`src/rtl/fa_pkg.sv`:
```
// Shared constants for the full adder slice: counter width default and the
// reference {carry,sum} truth table indexed by {a,b,cin}.
package fa_pkg;

    // Default width of the output-activity counter.
    localparam int CNT_W_DEFAULT = 16;

    // Two bits per input combination, {carry,sum}, entry n at bits [2n+1:2n].
    // 111->11 110->10 101->10 100->01 011->10 010->01 001->01 000->00
    localparam logic [15:0] FA_TRUTH = 16'hE994;

    // Look up the expected {carry,sum} for one {a,b,cin} combination.
    function automatic logic [1:0] fa_truth(input logic [2:0] abc);
        return FA_TRUTH[int'(abc)*2 +: 2];
    endfunction

endpackage

```
`src/rtl/fa_half_adder.sv`:
```
// Half adder: the building block of the full adder's combinational path.
module half_adder (
    input  logic a,
    input  logic b,
    output logic s,
    output logic c
);

    // Plain gates so X on any input propagates to the outputs.
    assign s = a ^ b;
    assign c = a & b;

endmodule

```
`src/rtl/fa.sv`:
```
// Full adder with a registered copy of its outputs and a saturating counter
// of clock edges on which the combinational outputs differ from the registered ones.
module fa
    import fa_pkg::*;
#(
    parameter int CNT_W = CNT_W_DEFAULT
) (
    input  logic             clk,
    input  logic             rst,
    input  logic             a,
    input  logic             b,
    input  logic             cin,
    output logic             sum,
    output logic             carry,
    input  logic             cnt_clr,
    output logic             sum_q,
    output logic             carry_q,
    output logic [CNT_W-1:0] act_cnt
);

    localparam logic [CNT_W-1:0] CNT_MAX = '1;
    localparam logic [CNT_W-1:0] CNT_ONE = {{(CNT_W-1){1'b0}}, 1'b1};

    logic s0, c0, s1, c1;
    logic sum_d, carry_d;
    logic changed;
    logic [CNT_W-1:0] act_cnt_d, act_cnt_q;

    // First stage adds a and b, second stage folds in the carry-in.
    half_adder u_ha0 (.a(a),  .b(b),   .s(s0), .c(c0));
    half_adder u_ha1 (.a(s0), .b(cin), .s(s1), .c(c1));

    // Combinational outputs; no clock, reset or state in this path.
    assign sum   = s1;
    assign carry = c0 | c1;

    // Next-state: capture outputs, count edges where they differ from the
    // registered copy; clear wins over increment, counter saturates.
    always_comb begin
        sum_d     = sum;
        carry_d   = carry;
        changed   = ({sum, carry} != {sum_q, carry_q});
        act_cnt_d = act_cnt_q;
        if (cnt_clr) begin
            act_cnt_d = '0;
        end else if (changed && (act_cnt_q != CNT_MAX)) begin
            act_cnt_d = act_cnt_q + CNT_ONE;
        end
    end

    // State register; reset clears everything immediately.
    always_ff @(posedge clk or posedge rst) begin
        if (rst) begin
            sum_q     <= 1'b0;
            carry_q   <= 1'b0;
            act_cnt_q <= '0;
        end else begin
            sum_q     <= sum_d;
            carry_q   <= carry_d;
            act_cnt_q <= act_cnt_d;
        end
    end

    assign act_cnt = act_cnt_q;

endmodule

```
`config.mk`:
```
export PLATFORM = sky130hd
export DESIGN_NAME = fa
export DESIGN_NICKNAME = d
export VERILOG_FILES = /design/src/rtl/fa_pkg.sv /design/src/rtl/fa_half_adder.sv /design/src/rtl/fa.sv
export SDC_FILE = /design/constraint.sdc
export NUM_CORES = 1
export LEC_CHECK = 0
export ABC_AREA = 1
export BUFFER_PORTS_ARGS = -buffer_cell sky130_fd_sc_hd__buf_2
export CAP_MARGIN = 40
export CELL_PAD_IN_SITES_DETAIL_PLACEMENT = 0
export CELL_PAD_IN_SITES_GLOBAL_PLACEMENT = 1
export CORE_ASPECT_RATIO = 0.8
export CORE_MARGIN = 1.5
export CORE_UTILIZATION = 41
export CTS_BUF_LIST = sky130_fd_sc_hd__clkbuf_4 sky130_fd_sc_hd__clkbuf_8 sky130_fd_sc_hd__clkbuf_16
export DETAILED_ROUTE_END_ITERATION = 7
export HOLD_SLACK_MARGIN = 0.03
export PLACE_DENSITY_LB_ADDON = 0.1
export RECOVER_POWER = 100
export SYNTH_ARGS = -nofsm -noshare
export SYNTH_HDL_FRONTEND = slang
export SYNTH_HIERARCHICAL = 1
export SYNTH_SLANG_ARGS = --single-unit
```
`constraint.sdc`:
```
create_clock -name clk -period 4.4 [get_ports clk]
set_input_delay 0.88 -clock clk [delete_from_list [all_inputs] [get_ports clk]]
set_output_delay 0.88 -clock clk [all_outputs]
set_load 0.005 [all_outputs]
```
After elaboration in Yosys (flattened, before gate mapping)
Cells that the tools add are included.
{"block": "op_classes", "n_eq_ne": 2, "n_reduce_logical": 2, "addsub": 1, "n_bitwise": 5, "n_mux": 2}
{"cell": "16-bit 2-to-1 mux", "n": 2}
{"cell": "16-bit by 1-bit adder with 16-bit output, second input constant", "n": 1}
{"cell": "16-bit inequality test, second input constant", "n": 1}
{"cell": "1-bit AND", "n": 2}
{"cell": "2-bit inequality test", "n": 1}
{"cell": "2-bit nonzero test", "n": 1}
{"cell": "1-bit XOR", "n": 2}
{"cell": "1-bit logical AND", "n": 1}
{"cell": "1-bit OR", "n": 1}
{"block": "totals", "input_bits": 6, "out_inout_bits": 20, "wordCells": 15, "ff_bits": 18}

Logic depth before layout (Yosys ltp)
Gate-level depths: netlist of run 1.
{"block": "logic_depth", "depth_word": 7, "mapped_depth": 12, "ltp_nobuf": 11}

By module
Netlist of run 1, hierarchy kept.
{"mod": "fa", "cells_per_inst": 153, "n_inst": 1, "area_per_inst_um2": 1126.1, "seq_area_each_um2": 450.4}
{"mod": "half_adder", "cells_per_inst": 1, "n_inst": 2, "area_per_inst_um2": 12.5, "seq_area_each_um2": 0.0}

Worst setup path before layout of run 1
OpenSTA, ideal clock, no wires.
{"block": "synth_path", "path_type": "input port to output port", "from": "input port a", "to": "output port sum", "slack_ns": 2.036, "path_stages": 2, "required_ns": 3.520, "arrival_ns": 1.484, "path_buffers": 0, "path_cell_list": "ha_1 -> ha_1"}
{"block": "synth_between", "elab_chain_cells": 2}
{"item": "start: declaration", "line": "fa.sv:10", "rtl": "input logic a,"}
{"item": "1-bit XOR (2 in a row)", "line": "fa_half_adder.sv:10", "rtl": "assign s = a ^ b;"}
{"item": "end: declaration", "line": "fa.sv:13", "rtl": "output logic sum,"}
Every way passes these cells.

Final worst setup path of run 1
{"block": "layout_path", "from": "input port a", "to": "register act_cnt_q[13] (netlist: act_cnt[13])"}
{"block": "layout_between", "elab_chain_cells": 6, "elab_cells_between_ends": 8, "classes_between": "eq/ne: 1; bitwise: 5; reduce/logical: 2"}
{"item": "1-bit XOR (*)", "line": "fa_half_adder.sv:10"}
{"item": "via s0", "line": "fa.sv:24", "rtl": "logic s0, c0, s1, c1;"}
{"item": "1-bit AND", "line": "fa_half_adder.sv:11", "rtl": "assign c = a & b;"}
{"item": "1-bit OR", "line": "fa.sv:35", "rtl": "assign carry = c0 | c1;"}
{"item": "2-bit inequality test (*)", "line": "fa.sv:42", "rtl": "changed = ({sum, carry} != {sum_q, carry_q});"}
{"item": "1-bit logical AND (*)", "line": "fa.sv:46", "rtl": "end else if (changed && (act_cnt_q != CNT_MAX)) begin"}
{"item": "2-bit nonzero test (no source line) (*)"}
{"item": "end signal: assignment", "line": "fa.sv:60", "rtl": "act_cnt_q <= act_cnt_d;"}
{"item": "end: declaration", "line": "fa.sv:27", "rtl": "logic [CNT_W-1:0] act_cnt_d, act_cnt_q;"}
The timed path passes the listed nets; every way through them passes the cells marked *.
A chain may end at the register's enable or synchronous reset.

==> results of run 1 <==
synthesized netlist by cell type (all sizes together):
cell,count,area share [%]
inv,13,4.2
a21oi,1,0.43
nand2,60,20
o21ai,3,1.3
buf,2,1.4
nor2,19,10
ha,3,3.3
nand4,12,6.5
or2,2,1.1
nand3,12,5.2
clkbuf,1,0.33
o211ai,1,0.65
dfrtp,18,39
xor2,5,3.8
o21bai,3,2.0
worst min-delay path by stage:
stage | end | depth (start not counted) | startpoint | slack (ns)
2_1_floorplan | act_cnt[9] | 2 | act_cnt[9] | 0.51
3_3_place_gp | act_cnt[9] | 2 | act_cnt[9] | 0.51
3_5_place_dp | act_cnt[9] | 2 | act_cnt[9] | 0.53
4_1_cts | act_cnt[9] | 2 | act_cnt[9] | 0.56
5_1_grt | act_cnt[9] | 2 | act_cnt[9] | 0.59
6_report | act_cnt[9] | 2 | act_cnt[9] | 0.55
critical path, cell delays in order:
cell and delay, ns:
buf_2 0.10, ha_1 0.28, ha_1 0.33, xor2_1 0.15
nor2_1 0.07, nor2_1 0.80, nor2_1 0.52, nand2_1 0.18
nand2_1 0.07
routing by layer:
| layer | GRT usage [%] | part of all wire (%) | up-vias |
|---|---|---|---|
| li1 | - | - | 555 |
| met1 | 25.4 | 51 | 480 |
| met2 | 32.2 | 45 | 21 |
| met3 | 4.04 | 4.0 | 0 |
| met4 | 2.22 | 0 | 0 |
| met5 | 0 | 0 | - |
area by class of cell:
class,count,area (um2)
fillers,270,1250
inverters,13,48.8
multi-input cells,121,608
repair buffers,25,120
clock buffers,4,36.3
flip-flops and latches,18,450
well taps,36,45.0
sequential cells by signal, indices dropped and copies added, names as in the netlist:
register / flops
act_cnt: 16
carry_q: 1
sum_q: 1
stage by stage:
step / cell area, um2 / util [%] / hold WS (ns)
2_1_floorplan: 1150 / - / 0.507
3_3_place_gp: 1300 / 50.8 / 0.512
3_5_place_dp: 1300 / 50.8 / 0.530
4_1_cts: 1340 / 52.2 / 0.559
5_1_grt: 1310 / 51.1 / 0.594
6_report: 1310 / 51.1 / 0.554
cells by family after synthesis:
kind of cell | share of synthesized area (%)
AND/OR/NAND/NOR | 43.5
flip-flops | 39.1
buffers and inverters | 5.98
AO/OA/AOI/OAI | 4.35
XOR/XNOR | 3.80
adder cells (fa/ha/maj) | 3.26
where the power goes:
part | internal (W) | total, W | switching (W)
Sequential | 0.000174 | 0.000183 | 0.00000959
Combinational | 0.0000215 | 0.0000636 | 0.0000422
Clock | 0.0000505 | 0.000104 | 0.0000538
Total | 0.000246 | 0.000351 | 0.000106
==> qor.csv, run 1 <==
stage,metric,value,unit
synthesis,synthesis.area_per_instance,7.43,um2
clock_tree,cts-hold-fix-buffers,0,
setup_path,required_time_of_the_worst_setup_path,4.59,ns
synthesis,ys_ff_latch,18,
power,max-vdd-ir-drop,0.000139,V
timing,layout_worst_path_cycle_share,72.7,%
clock_tree,clk_root_buffer_cell,clkbuf_4,
cells_and_area,layoutNonFillerInstCount,217,
clock_tree,cts_inserted_buffers,3,
die,dieWidth,62.2,um
power,power_leakage,0.689,nW
clock_tree,clock_sink_count,18,
timing,worst-slew-pin-transition,1.06,ns
synthesis,synthCells,155,
synthesis,mappedNetlistNets,164,
cells_and_area,final_common_cell,nand2_1,
cells_and_area,nets,191,
timing,setup_tns,0,ns
setup_path,regToRegSetupSlack,1.75,ns
die,row_count,16,
drt,drt-total-wl,2.73,mm
placement,port_buffers,25,
die,die_footprint,3140,um2
placement,global_placement_routability_congestion,0.762,
setup_path,cp-startpoint,a,
run,max_cap_viols,0,
clock_tree,cts_max_path_buffers,2,
cells_and_area,area_growth_syn_to_layout,13.7,%
drt,post_drt_via_cell_ratio,4.87,
synthesis,netlist-cell-type-count,22,
drt,drt_drc_violations_left,0,
power,cellPowerDensity,268,nW/um2
clock_tree,tritoncts_clock_tree,built,
setup_path,reg2reg_depth,9,
synthesis,syn-cell-area,1150,um2
placement,hpwl,1.98,mm
die,floorplan.die.height,50.4,um
power,finalPower,0.000351,W
die,core_area,2560,um2
timing,hold_viol,0,
synthesis,ys_seq_area_share,39.1,%
grt,grt_start_max_net_pins,19,
timing,final.setup.worst_slack,1.20,ns
setup_path,r2r_end,act_cnt[13],
clock_tree,h-tree-depth,1,
setup_path,end_kind,register,
grt,overflow,0,
hold_path,hold_class,register to register,
cells_and_area,post_route_cells_drive_above_1_share,18.2,%
clock_tree,cts.clk_slew.worst_paths,0.11,ns
cells_and_area,layout_common_cells,"58 x nand2_1, 21 x buf_2, 18 x dfrtp_1, 16 x nor2_1",
grt,global_route_wire_length_before_repair,4.65,mm
clock_tree,source_to_sink_clock_delay_at_the_later_pin_of_the_worst_skew_pair,0.30,ns
timing,post-route-min-period,3.20,ns
setup_path,timing_worst_setup_path_type,input pin to register,
grt,groute.usage.overall,18.8,%
timing,setup_viol_count_final,0,
timing,rsz_0062_raised_after_global_routing,false,
drt,via_count,1056,
outcome,outcome,"complete, no violations",
drt,dr.first_iter.drc_count,47,
setup_path,worst_r2r_startpoint,act_cnt[0],
timing,max-slew-margin-rel,28.9,%
timing,finalClockSkew,0.00630,ns
setup_path,critPathLaunchType,input pin,
setup_path,timing.critical_path.fanout_max,15,
die,start_util,44.9,%
clock_tree,cts_repair_resize_count,0,
die,io_pins,26,
drt,post_drt_wl_per_cell,12.6,um
drt,dr.pass1.iters,4,
cells_and_area,antenna-diode-count,0,
synthesis,yosys_warnings,6,
clock_tree,postCtsSetupBuffers,0,
placement,detailedPlace.worstSlack,1.75,ns
grt,first_global_vias,995,
timing,clock.fmax,0.313,GHz
timing,number_of_max_slew_violations_in_the_final_report,0,
setup_path,crit_path_end,act_cnt[13],
grt,grt_antenna_before_repair,0,
drt,drtAntennaViolNets,0,
placement,dpl.cell_count,213,
setup_path,worstPathArrival,3.39,ns
(Power assumes the default switching activity.)
==> run 2, diff against run 1 <==
--- a/config.mk
+++ b/config.mk
@@ -12,7 +12,7 @@
 export CELL_PAD_IN_SITES_GLOBAL_PLACEMENT = 1
 export CORE_ASPECT_RATIO = 0.8
 export CORE_MARGIN = 1.5
-export CORE_UTILIZATION = 41
+export CORE_UTILIZATION = 34
 export CTS_BUF_LIST = sky130_fd_sc_hd__clkbuf_4 sky130_fd_sc_hd__clkbuf_8 sky130_fd_sc_hd__clkbuf_16
 export DETAILED_ROUTE_END_ITERATION = 7
 export HOLD_SLACK_MARGIN = 0.03
==> constraint.sdc (replaced) <==
create_clock -name clk -period 2.75 [get_ports clk]
set_input_delay 0.55 -clock clk [delete_from_list [all_inputs] [get_ports clk]]
set_output_delay 0.55 -clock clk [all_outputs]
set_load 0.005 [all_outputs]
==> run 2 against run 1 <==
  * Count of clock-buffer cells in the layout fell by 1
  * Wire length increased by 2.6%
  * Total power up 69%
  * Setup slack worse by 0.46 ns
  * Combinational power is 79% higher
  * Sequential cell count stayed put
  * Largest power group unchanged
  * Highest routed layer is now met4
==> qor.csv, run 2 (synthesis results as in run 1) <==
stage,metric,value,unit
drt,drtAntennaViolNets,0,
grt,overflow,0,
timing,worst-slew-pin-transition,0.696,ns
power,power_leakage,0.677,nW
die,die_footprint,3750,um2
cells_and_area,finalCoreUtilization,42.3,%
grt,global_route_wire_length_before_repair,4.50,mm
timing,rsz_0062_raised_after_global_routing,false,
drt,post_drt_wl_per_cell,12.7,um
timing,final.setup.worst_slack,0.743,ns
setup_path,cp_top_family,simple AND/OR/NAND/NOR gates,
placement,dpl.cell_count,217,
power,cellPowerDensity,446,nW/um2
timing,post-route-min-period,2.01,ns
setup_path,critPathLaunchType,input pin,
cells_and_area,post_route_cells_drive_above_1_share,15.6,%
timing,setup_tns,0,ns
cells_and_area,nets,191,
setup_path,cpPeakStageDelay,0.40,ns
timing,setup_viol_count_final,0,
timing,layout_worst_path_cycle_share,73.0,%
grt,grt_antenna_before_repair,0,
drt,dr.pass1.iters,4,
drt,drt-total-wl,2.80,mm
setup_path,timing_worst_setup_path_type,input pin to register,
die,core_area,3150,um2
grt,first_global_vias,966,
setup_path,required_time_of_the_worst_setup_path,2.89,ns
cells_and_area,largest_register_ff_count,16,
placement,hpwl,2.05,mm
clock_tree,cts-hold-fix-buffers,0,
setup_path,timing.critical_path.fanout_max,15,
drt,via_count,1052,
placement,port_buffers,25,
die,floorplan.die.height,55.0,um
drt,dr.first_iter.drc_count,78,
clock_tree,cts_repair_resize_count,0,
clock_tree,cts_inserted_buffers,3,
placement,global_placement_routability_congestion,0.771,
cells_and_area,layoutNonFillerInstCount,220,
timing,hold_viol,0,
setup_path,cp-startpoint,a,
placement,placedInstanceArea,1310,um2
run,max_cap_viols,0,
hold_path,hold_class,input pin to async pin,
clock_tree,tritoncts_clock_tree,built,
cells_and_area,final_cell_area_excluding_filler_cells,1340,um2
clock_tree,clock_sink_count,18,
setup_path,cp_slowest_cell,nor2_4,
cells_and_area,antenna-diode-count,0,
die,start_util,36.5,%
setup_path,worstPathArrival,2.15,ns
setup_path,critical_path.cell_chain,"buf_2, ha_1, ha_1, xor2_1, nor2_1, nor2_4, nor2_8, nand2_1, nand2_1",
timing,finalClockSkew,0.00414,ns
timing,max-slew-margin-rel,53.6,%
setup_path,worst-path-buf-inv,1,
die,row_count,18,
clock_tree,cts.clk_slew.worst_paths,0.07,ns
grt,grt_start_max_net_pins,19,
clock_tree,source_to_sink_clock_delay_at_the_later_pin_of_the_worst_skew_pair,0.25,ns
clock_tree,postCtsSetupBuffers,0,
drt,post_drt_via_cell_ratio,4.78,
clock_tree,cts_max_path_buffers,2,
timing,number_of_max_slew_violations_in_the_final_report,0,
cells_and_area,final_common_cell,nand2_1,
timing,clock.fmax,0.498,GHz
drt,drt_drc_violations_left,0,
cells_and_area,layout_common_cells,"58 x nand2_1, 18 x dfrtp_1, 15 x buf_2, 14 x nor2_1",
cells_and_area,area_growth_syn_to_layout,16.0,%
clock_tree,clk_root_buffer_cell,clkbuf_8,
clock_tree,h-tree-depth,1,
setup_path,end_kind,register,
grt,groute.usage.overall,16.5,%
power,max-vdd-ir-drop,0.000295,V
outcome,outcome,"complete, no violations",
setup_path,worst_r2r_startpoint,act_cnt[1],
placement,detailedPlace.worstSlack,0.464,ns
die,dieWidth,68.1,um
die,io_pins,26,
==> run 2: worst reg2reg max path, cell delays in order (launching register included) <==
cell and delay, ns:
dfrtp_1 0.42, ha_1 0.23, nand2_2 0.09, nor2_4 0.18
nand2_4 0.09, nor2_4 0.14, nor2_4 0.11, nor2_8 0.23
nand2_1 0.09, nand2_1 0.07
==> run 2: area by class of cell <==
| class | instances | area [um2] |
|---|---|---|
| multi-input cells | 121 | 632 |
| inverters | 13 | 48.8 |
| clock buffers | 3 | 41.3 |
| repair buffers | 25 | 113 |
| fillers | 343 | 1820 |
| flip-flops and latches | 18 | 450 |
| well taps | 40 | 50.0 |
==> run 2: path summary, 6_finish.rpt <==
kind / to / slack (ns) / cells past startpoint
max: act_cnt[3] / 0.74 / 9
min: act_cnt[9] / 0.39 / 2
max reg2reg: act_cnt[3] / 1.03 / 9
min reg2reg: act_cnt[9] / 0.55 / 2
max in group asynchronous: act_cnt[4] / 1.91 / 2
min in group clk: act_cnt[9] / 0.55 / 2
==> run 2: report_power, final <==
part | switching [W] | internal, W | total, W
clock network | 0.0000898 | 0.0000974 | 0.000187
logic | 0.0000746 | 0.0000395 | 0.000114
registers | 0.0000155 | 0.000278 | 0.000294
total | 0.000180 | 0.000415 | 0.000595
==> run 2: per-stage QoR <==
step                      total power [W]  hold slack [ns]
after floorplan                  0.000377            0.489
after global placement           0.000412            0.521
after detailed placement         0.000413            0.530
after CTS                        0.000601            0.428
after global routing             0.000628            0.471
final                            0.000595            0.392
==> run 2: routing by layer <==
metal  track usage [%]  up-vias  share of wire [%]
met5                 0        -                  0
met4              3.67        0               0.50
met3              4.25        2                4.1
met2              24.9       25                 41
met1              23.5      472                 54
li1                  -      553                  -
==> run 3, diff against run 2 <==
--- a/config.mk
+++ b/config.mk
@@ -12,7 +12,7 @@
 export CELL_PAD_IN_SITES_GLOBAL_PLACEMENT = 1
 export CORE_ASPECT_RATIO = 0.8
 export CORE_MARGIN = 1.5
-export CORE_UTILIZATION = 34
+export CORE_UTILIZATION = 38
 export CTS_BUF_LIST = sky130_fd_sc_hd__clkbuf_4 sky130_fd_sc_hd__clkbuf_8 sky130_fd_sc_hd__clkbuf_16
 export DETAILED_ROUTE_END_ITERATION = 7
 export HOLD_SLACK_MARGIN = 0.03
==> constraint.sdc (replaced) <==
create_clock -name clk -period 2 [get_ports clk]
set_input_delay 0.4 -clock clk [delete_from_list [all_inputs] [get_ports clk]]
set_output_delay 0.4 -clock clk [all_outputs]
set_load 0.005 [all_outputs]
==> run 3 against run 2 <==
  * Cell count grew 1.4%
  * Count of clock-buffer cells in the layout rose by 1
  * Combinational power up 55%
  * Total power grew 48%
  * Register-to-register slack worse by 0.73 ns
  * Die area fell by 10%
  * Wire length up 3.4%
  * Sequential share of layout area fell by 0.92 points
  * Setup slack got worse by 0.50 ns
  * First-iteration DRC count up 33%
  * Clock power rose by 59%
  * Critical endpoint is now sum
==> qor.csv, run 3 (synthesis results as in run 1) <==
stage,metric,value,unit
cells_and_area,largest_register_ff_count,16,
timing,post-route-min-period,1.76,ns
power,cellPowerDensity,640,nW/um2
cells_and_area,final_common_cell,nand2_1,
clock_tree,clk_root_buffer_cell,clkbuf_8,
grt,overflow,0,
timing,clock.fmax,0.570,GHz
die,floorplan.die.height,52.2,um
placement,placedInstanceArea,1330,um2
drt,post_drt_via_cell_ratio,4.96,
setup_path,timing_worst_setup_path_type,input pin to output port,
drt,via_count,1105,
drt,drt_drc_violations_left,0,
placement,detailedPlace.worstSlack,-0.0213,ns
drt,drt-met1-wl,1.45,mm
clock_tree,tritoncts_clock_tree,built,
outcome,outcome,"complete, no violations",
cells_and_area,n_fill_cell,308,
timing,setup_viol_count_final,0,
drt,dr_wl_met2,1.29,mm
setup_path,worstPathArrival,1.36,ns
setup_path,timing.critical_path.fanout_max,2,
clock_tree,postCtsSetupBuffers,0,
cells_and_area,layout_common_cells,"59 x nand2_1, 18 x dfrtp_1, 14 x nor2_1, 14 x buf_2",
timing,hold_viol,0,
cells_and_area,final_cell_area_excluding_filler_cells,1370,um2
die,io_pins,26,
clock_tree,h-tree-depth,1,
setup_path,critPathLaunchType,input pin,
grt,grt_start_max_net_pins,19,
cells_and_area,nets,195,
clock_tree,cts-hold-fix-buffers,0,
timing,final.setup.worst_slack,0.244,ns
clock_tree,source_to_sink_clock_delay_at_the_later_pin_of_the_worst_skew_pair,0.25,ns
grt,global_route_wire_length_before_repair,4.84,mm
drt,dr.first_iter.drc_count,104,
power,power_leakage,0.698,nW
clock_tree,clock_sink_count,18,
cells_and_area,multi_input_comb_area,629,um2
cells_and_area,post_route_cells_drive_above_1_share,16.8,%
grt,groute.usage.overall,19.1,%
setup_path,end_kind,output port,
die,dieWidth,64.5,um
clock_tree,cts.clk_slew.worst_paths,0.07,ns
drt,route.top_layer_used,met4,
drt,drt-total-wl,2.89,mm
placement,hpwl,2.11,mm
cells_and_area,final-seq-area,450,um2
timing,layout_worst_path_cycle_share,87.8,%
cells_and_area,area_growth_syn_to_layout,19.2,%
die,core_area,2830,um2
hold_path,hold_class,input pin to async pin,
die,die_footprint,3370,um2
clock_tree,cts_max_path_buffers,2,
timing,worst-slew-pin-transition,0.730,ns
drt,dr.pass1.iters,4,
timing,rsz_0062_raised_after_global_routing,false,
placement,global_placement_routability_congestion,0.800,
grt,first_global_vias,1072,
clock_tree,cts_repair_resize_count,0,
power,max-vdd-ir-drop,0.000349,V
timing,setup_tns,0,ns
die,start_util,40.7,%
timing,finalClockSkew,0.00167,ns
cells_and_area,antenna-diode-count,0,
placement,port_buffers,25,
clock_tree,cts_inserted_buffers,3,
drt,metal3_wl,143,um
timing,hold_ws,0.258,ns
drt,post_drt_wl_per_cell,13.0,um
timing,number_of_max_slew_violations_in_the_final_report,0,
grt,grt_antenna_before_repair,0,
run,max_cap_viols,0,
setup_path,required_time_of_the_worst_setup_path,1.60,ns
cells_and_area,finalCoreUtilization,48.5,%
die,row_count,17,
timing,max-slew-margin-rel,51.3,%
drt,drtAntennaViolNets,0,
[run 3: stage by stage]
| step | power [W] | cells |
|---|---|---|
| after floorplan | 0.000519 | 155 |
| after global placement | 0.000588 | 219 |
| after detailed placement | 0.000594 | 219 |
| after CTS | 0.000895 | 223 |
| after global routing | 0.000934 | 223 |
| final | 0.000878 | 223 |
[run 3: area by class of cell]
| type | instances | share of cell area [%] |
|---|---|---|
| Inverter | 13 | 3.56 |
| Clock buffer | 4 | 4.01 |
| Timing Repair Buffer | 29 | 10.3 |
| Sequential cell | 18 | 32.8 |
| Multi-Input combinational cell | 121 | 45.9 |
| Tap cell | 38 | 3.46 |
[run 3: power by group]
part	switching, W	internal [W]	leakage [nW]
registers	0.0000207	0.000382	0.245
clock network	0.000124	0.000175	0.0288
logic	0.000107	0.0000696	0.424
total	0.000252	0.000627	0.698
[run 3: layer usage]
layer	track usage [%]	up-vias
met3	5.16	2
met2	32.8	27
li1	-	565
met5	0	-
met1	25.2	511
met4	2.13	0
[run 3: worst max-delay path, cell delays in order]
cell and delay, ns:
buf_2 0.10, ha_1 0.28, ha_1 0.32, clkbuf_4 0.14
buf_2 0.12
[run 3: worst paths after layout]
| kind | depth (start not counted) | to | slack [ns] | start |
|---|---|---|---|---|
| setup / recovery | 5 | sum | 0.24 | a |
| hold / removal | 2 | act_cnt[7] | 0.26 | rst |
| setup reg to reg | 9 | act_cnt[7] | 0.30 | act_cnt[1] |
| hold reg to reg | 2 | act_cnt[9] | 0.54 | act_cnt[9] |
| max in group asynchronous | 2 | act_cnt[5] | 1.28 | rst |
| min in group clk | 4 | carry_q | 0.52 | b |
